==> src/rtl/memory_arbiter_if.sv <==
// Bundle of CPU request/response, shared RAM port and status signals
// for memory_arbiter. The slave modport is the arbiter's view; master
// is the surrounding system (CPU requesters plus RAM).
interface memory_arbiter_if;
    logic        halt;
    logic        iREN;
    logic [31:0] iaddr;
    logic        dREN;
    logic        dWEN;
    logic [31:0] daddr;
    logic [31:0] dstore;
    logic        ihit;
    logic [31:0] iload;
    logic        dhit;
    logic [31:0] dload;
    logic        ramREN;
    logic        ramWEN;
    logic [31:0] ramaddr;
    logic [31:0] ramstore;
    logic [31:0] ramload;
    logic        ram_ready;
    logic        halted;
    logic        err;

    modport slave (
        input  halt, iREN, iaddr, dREN, dWEN, daddr, dstore, ramload, ram_ready,
        output ihit, iload, dhit, dload, ramREN, ramWEN, ramaddr, ramstore,
               halted, err
    );

    modport master (
        output halt, iREN, iaddr, dREN, dWEN, daddr, dstore, ramload, ram_ready,
        input  ihit, iload, dhit, dload, ramREN, ramWEN, ramaddr, ramstore,
               halted, err
    );
endinterface

==> src/rtl/memory_arbiter.sv <==
// Arbitrates one shared RAM port between instruction fetch and data
// access. Data wins ties; each access has a bounded wait and aborts
// with a sticky error; halt is honoured only between accesses.
module memory_arbiter #(
    parameter int unsigned TIMEOUT = 15
) (
    input logic            CLK,
    input logic            RST,
    memory_arbiter_if.slave bus
);
    localparam int unsigned CW = $clog2(TIMEOUT + 1);

    typedef enum logic [1:0] {IDLE, DACC, IACC, HALTED} state_t;

    state_t          state;
    logic [CW-1:0]   wait_cnt;
    logic [31:0]     lat_addr;
    logic [31:0]     lat_store;
    logic            lat_write;
    logic            halt_seen;
    logic            err_q;
    logic            access;
    logic            timed_out;
    logic            done;

    // Access completion: either RAM answers or the wait budget is spent.
    always_comb begin
        access    = (state == DACC) || (state == IACC);
        timed_out = access && !bus.ram_ready && (wait_cnt == CW'(TIMEOUT));
        done      = access && (bus.ram_ready || timed_out);
    end

    // State machine: grant, latch request, count waits, finish or abort.
    always_ff @(posedge CLK) begin
        if (RST) begin
            state     <= IDLE;
            wait_cnt  <= '0;
            lat_addr  <= '0;
            lat_store <= '0;
            lat_write <= 1'b0;
            halt_seen <= 1'b0;
            err_q     <= 1'b0;
        end else begin
            case (state)
                IDLE: begin
                    wait_cnt  <= '0;
                    halt_seen <= 1'b0;
                    if (bus.halt) begin
                        state <= HALTED;
                    end else if (bus.dREN || bus.dWEN) begin
                        state     <= DACC;
                        lat_addr  <= bus.daddr;
                        lat_store <= bus.dstore;
                        lat_write <= bus.dWEN;
                    end else if (bus.iREN) begin
                        state     <= IACC;
                        lat_addr  <= bus.iaddr;
                        lat_store <= '0;
                        lat_write <= 1'b0;
                    end
                end
                DACC, IACC: begin
                    // A halt seen at any point of the access is remembered
                    // so the access runs to completion before stopping.
                    if (done) begin
                        if (timed_out) begin
                            err_q <= 1'b1;
                        end
                        state <= (bus.halt || halt_seen) ? HALTED : IDLE;
                    end else begin
                        wait_cnt <= wait_cnt + CW'(1);
                        if (bus.halt) begin
                            halt_seen <= 1'b1;
                        end
                    end
                end
                HALTED: begin
                    state <= HALTED;
                end
                default: begin
                    state <= IDLE;
                end
            endcase
        end
    end

    // Output decode from the state and the latched request.
    always_comb begin
        bus.ramREN   = 1'b0;
        bus.ramWEN   = 1'b0;
        bus.ramaddr  = '0;
        bus.ramstore = '0;
        bus.ihit     = 1'b0;
        bus.iload    = '0;
        bus.dhit     = 1'b0;
        bus.dload    = '0;
        bus.halted   = 1'b0;
        bus.err      = err_q;
        case (state)
            DACC: begin
                bus.ramaddr  = lat_addr;
                bus.ramstore = lat_store;
                bus.ramWEN   = lat_write;
                bus.ramREN   = !lat_write;
                bus.dhit     = bus.ram_ready;
                bus.dload    = bus.ram_ready ? bus.ramload : '0;
            end
            IACC: begin
                bus.ramaddr  = lat_addr;
                bus.ramREN   = 1'b1;
                bus.ihit     = bus.ram_ready;
                bus.iload    = bus.ram_ready ? bus.ramload : '0;
            end
            HALTED: begin
                bus.halted   = 1'b1;
            end
            default: begin
            end
        endcase
    end
endmodule

==> src/flat_wrapper.sv <==
// flat-port wrapper written by rule: the top's interface ports become plain ports
module memory_arbiter_flat 
#(
    parameter int unsigned TIMEOUT = 15
)
  (CLK, RST, bus_halt, bus_iREN, bus_iaddr, bus_dREN, bus_dWEN, bus_daddr, bus_dstore, bus_ramload, bus_ram_ready, bus_ihit, bus_iload, bus_dhit, bus_dload, bus_ramREN, bus_ramWEN, bus_ramaddr, bus_ramstore, bus_halted, bus_err);
  memory_arbiter_if bus_i ();
  input logic CLK;
  input logic RST;
  input wire logic [$bits(bus_i.halt)-1:0] bus_halt;
  input wire logic [$bits(bus_i.iREN)-1:0] bus_iREN;
  input wire logic [$bits(bus_i.iaddr)-1:0] bus_iaddr;
  input wire logic [$bits(bus_i.dREN)-1:0] bus_dREN;
  input wire logic [$bits(bus_i.dWEN)-1:0] bus_dWEN;
  input wire logic [$bits(bus_i.daddr)-1:0] bus_daddr;
  input wire logic [$bits(bus_i.dstore)-1:0] bus_dstore;
  input wire logic [$bits(bus_i.ramload)-1:0] bus_ramload;
  input wire logic [$bits(bus_i.ram_ready)-1:0] bus_ram_ready;
  output wire logic [$bits(bus_i.ihit)-1:0] bus_ihit;
  output wire logic [$bits(bus_i.iload)-1:0] bus_iload;
  output wire logic [$bits(bus_i.dhit)-1:0] bus_dhit;
  output wire logic [$bits(bus_i.dload)-1:0] bus_dload;
  output wire logic [$bits(bus_i.ramREN)-1:0] bus_ramREN;
  output wire logic [$bits(bus_i.ramWEN)-1:0] bus_ramWEN;
  output wire logic [$bits(bus_i.ramaddr)-1:0] bus_ramaddr;
  output wire logic [$bits(bus_i.ramstore)-1:0] bus_ramstore;
  output wire logic [$bits(bus_i.halted)-1:0] bus_halted;
  output wire logic [$bits(bus_i.err)-1:0] bus_err;
  assign bus_i.halt = bus_halt;
  assign bus_i.iREN = bus_iREN;
  assign bus_i.iaddr = bus_iaddr;
  assign bus_i.dREN = bus_dREN;
  assign bus_i.dWEN = bus_dWEN;
  assign bus_i.daddr = bus_daddr;
  assign bus_i.dstore = bus_dstore;
  assign bus_i.ramload = bus_ramload;
  assign bus_i.ram_ready = bus_ram_ready;
  assign bus_ihit = bus_i.ihit;
  assign bus_iload = bus_i.iload;
  assign bus_dhit = bus_i.dhit;
  assign bus_dload = bus_i.dload;
  assign bus_ramREN = bus_i.ramREN;
  assign bus_ramWEN = bus_i.ramWEN;
  assign bus_ramaddr = bus_i.ramaddr;
  assign bus_ramstore = bus_i.ramstore;
  assign bus_halted = bus_i.halted;
  assign bus_err = bus_i.err;
  memory_arbiter #(.TIMEOUT(TIMEOUT)) u_core (.CLK(CLK), .RST(RST), .bus(bus_i));
endmodule
==> config.mk <==
export PLATFORM = sky130hd
export DESIGN_NAME = memory_arbiter_flat
export DESIGN_NICKNAME = d
export VERILOG_FILES = /design/src/rtl/memory_arbiter_if.sv /design/src/rtl/memory_arbiter.sv /design/src/flat_wrapper.sv
export SDC_FILE = /design/constraint.sdc
export NUM_CORES = 1
export LEC_CHECK = 0
export BUFFER_PORTS_ARGS = -buffer_cell sky130_fd_sc_hd__buf_2
export CORE_MARGIN = 8
export CORE_UTILIZATION = 39
export DETAILED_ROUTE_END_ITERATION = 8
export PLACE_DENSITY = 0.78
export SETUP_SLACK_MARGIN = 0.15
export SLEW_MARGIN = 40
export SYNTH_ARGS = -nofsm -noshare
export SYNTH_HDL_FRONTEND = slang
export SYNTH_SLANG_ARGS = --single-unit
==> constraint.sdc <==
create_clock -name CLK -period 1.85 [get_ports CLK]
set_input_delay 0.555 -clock CLK [delete_from_list [all_inputs] [get_ports CLK]]
set_output_delay 0.555 -clock CLK [all_outputs]
set_load 0.05 [all_outputs]
==> results by group <==
Routing
  – Post-DR wirelength/cell: about 22 um
  – Antenna viol nets, final: 0
  – Post-route DRC: 0
  – First-pass DRT Iterations: 5
  – Total vias in the final route: roughly 5500
  – Drt total wl: roughly 21 mm
  – DR vias/cell: 5.80
  – Drt initial violations: 708

Worst setup path
  – Crit path launch type: flop
  – Critical Path End Type: output pin
  – Worst EP arrival: between 1.5 and 2 ns
  – Critical Path RT: 1.29 ns
  – R2r setup slk: around 0.20 ns
  – CP max FO: 33
  – FF-to-FF Start: u_core.state[0]
  – Setup CP Type: reg -> out
  – Worst reg-to-reg path cell count: 6
  – Reg2reg end: u_core.state[0]

Power and ir drop
  – Net Sw Frac: a little under half
  – Internal power: ~5.9 mW
  – Max IR drop VDD: slightly below 800 uV
  – Sequential share of power: roughly a fifth
  – Net Sw Power: 4.94 mW
  – Pwr Density: 1410 mW/mm2
  – Leakage: approximately 3.5 nW
  – Total Power: approximately 11 mW
  – Clock power share: approximately an eighth
  – Combinational share of power: about two thirds

Timing
  – Fin crit share: 118%
  – RSZ-0062 raised after global routing: yes
  – Final hold vios: 0
  – Max-slew violation count: 0
  – Tmin final: between 2 and 2.5 ns
  – Clock Skew: approximately 0.0056 ns
  – Worst Max-Slew Pin Slew: about 0.54 ns
  – Final Worst Setup Slack: -0.340 ns
  – Max-slew headroom: 63.8%
  – Final setup viols: approximately 130
  – Max frequency: around 460 MHz
  – Setup TNS: -39.46 ns

CTS
  – Worst-path clk slew: ~0.09 ns
  – CTS tree: done
  – CTS Hold Bufs: 0
  – Later-pin clock latency in the skew report: 0.35 ns
  – H-tree Lvls: 3
  – CTS buffer count: 9
  – Root Buffer: clkbuf_8
  – CTS Buffer Depth: 2
  – Sink Count: 73

Synthesis
  – Cells after Synth: 548
  – Yosys warns: 0
  – Mapped cell area: just over 0.004 mm2
  – Yosys top cell area share: between 30% and 40%
  – Syn avg cell area: roughly 7.5 um2
  – Distinct cells, synth: 32
  – Mapped Nets: a little under 700
  – Largest area contributor in the netlist: dfxtp_1
  – #FFs+latches synth: 73
  – Area contributors post-synth: dfxtp_1 (36%), and2_1 (10%), and3_1 (9.9%)
  – Synth async-reset ratio: 0%
  – Top FF cell, synth: dfxtp_1
  – Number of synthesized flops with an enable pin: 0
  – Sequential share of the synthesized area: about 36%

Floorplan
  – # IOs: 269
  – FP Rows: 37
  – Chip width: roughly 120 um
  – Initial Util: between 30 and 40%
  – Vert. Die Dim: 119 um
  – Die area: 0.0140 mm2
  – Core area: just over 0.01 mm2

Global route
  – Met3 GRT Util: a little under a tenth
  – First-pass GRT wire length: approximately 29 mm
  – GRT met2 Usage: 44.3%
  – Largest net degree at the start of global routing: just under 70
  – Congestion Overflow GR: 0
  – Global-route usage over all layers: around a quarter
  – GRT busiest layer: met2
  – Met1 usage: approximately 28%
  – Vias in the first global route: 5336
  – Initial antenna violation count: 1

Status
  – Status: finished with violations
  – Failing checks: setup timing

Placed design
  – Dpl cells: a little over 900
  – PortBufs: between 200 and 300
  – GPL Wtd Cong: 0.909
  – Post-DP Area: between 0.005 and 0.006 mm2
  – DP Wirelength: roughly 12 mm

Final layout
  – Total Nets Final: between 900 and 1000
  – Final Non-Filler Cells: 945
  – Design Area, Final: approximately 0.0077 mm2
  – Most frequent cells in the layout: buf_2 (134), buf_8 (78), dfxtp_1 (71)
  – ANT cells: 0
  – Fill cell count: around 660
  – Most common cell after layout, fill and taps aside: buf_2
  – Fin util: around 74%
  – Layout cells sized above 1: 58.1%
  – Syn-to-layout area delta: 86.7%
  – Multi-input gate area: 0.00273 mm2
  – Sequential cell area: 0.00146 mm2

Min path
  – Hold Path End: u_core.lat_store[27]
  – Hold Crit Depth: 3
  – Hold path start: bus_dstore[27]
  – HP Class: in -> reg

Job
  – Max-cap violations: 0
-- layout make-up --
class / instances / area share, %
Clock buffer: 11 / 1.98
Clock inverter: 5 / 0.818
Inverter: 7 / 0.376
Multi-Input combinational cell: 407 / 35.7
Sequential cell: 73 / 19.1
Tap cell: 136 / 2.22
Timing Repair Buffer: 306 / 39.8
-- kinds of logic after synthesis --
group,share of synthesized area [%]
and+or+nand+nor,33.4
AOI/OAI and AO/OA,21.7
DFF,35.7
buffers and inverters,6.99
adders and majority gates,1.83
muxes,0.488
-- per-layer routing --
layer / up-vias / part of all wire (%)
met4: 2 / 3.8
met3: 69 / 8.9
met1: 2592 / 36
met5: - / 0.052
met2: 371 / 51
li1: 2444 / -
-- state kept, by name, indices dropped and copies added (netlist names) --
register	cells
u_core.lat_write	1
u_core.wait_cnt	4
u_core.lat_addr	32
u_core.state	2
u_core.lat_store	32
u_core.bus.err	1
u_core.halt_seen	1
-- how the worst max path moves through the flow --
stage	start	end	depth (start not counted)
final	u_core.state[1]	bus_iload[11]	5
after global routing	u_core.state[0]	bus_ramstore[1]	6
after CTS	u_core.state[1]	bus_ramaddr[19]	5
after detailed placement	bus_ram_ready	bus_dload[12]	3
after global placement	bus_ram_ready	bus_iload[4]	3
after floorplan	bus_ram_ready	bus_dload[22]	3
-- cells in the mapped netlist, types with 2 or more instances --
master	count
a21oi_1	69
a221o_1	2
a311oi_1	33
a31oi_1	4
and2_1	68
and3_1	65
buf_2	16
buf_4	3
clkbuf_1	42
dfxtp_1	73
ha_1	6
inv_1	7
mux2i_1	2
nand2_1	69
nand3_1	32
nor2_1	6
nor2b_1	2
o21ai_0	35
-- worst max-delay path: stages (launching register included) --
cell	delay, ns
dfxtp_2	0.36
buf_4	0.14
ha_2	0.21
buf_12	0.18
and3_2	0.23
buf_6	0.16
-- per-stage QoR --
| step | hold WS, ns | worst slack (ns) |
|---|---|---|
| 2_1_floorplan | 0.445 | 0.0206 |
| 3_3_place_gp | 0.450 | -0.352 |
| 3_5_place_dp | 0.465 | -0.420 |
| 4_1_cts | 0.436 | -0.302 |
| 5_1_grt | 0.435 | -0.388 |
| 6_report | 0.453 | -0.340 |
-- what timing repair did --
action,CTS,global route
setup buffers,2,3
pin swaps,1,4
setup endpoints to repair,136,133
resized for setup,315,56
cloned,2,6
-- power by group through the flow --
stage | Sequential, mW | Clock [mW] | Combinational [mW]
floorplan | 2.06 | 0 | 4.00
global placement | 2.08 | 0 | 5.18
detailed placement | 2.10 | 0 | 5.27
CTS | 2.06 | 1.36 | 6.50
global route | 2.12 | 1.46 | 7.63
finish | 2.09 | 1.35 | 7.37
(Power assumes the default switching activity.)
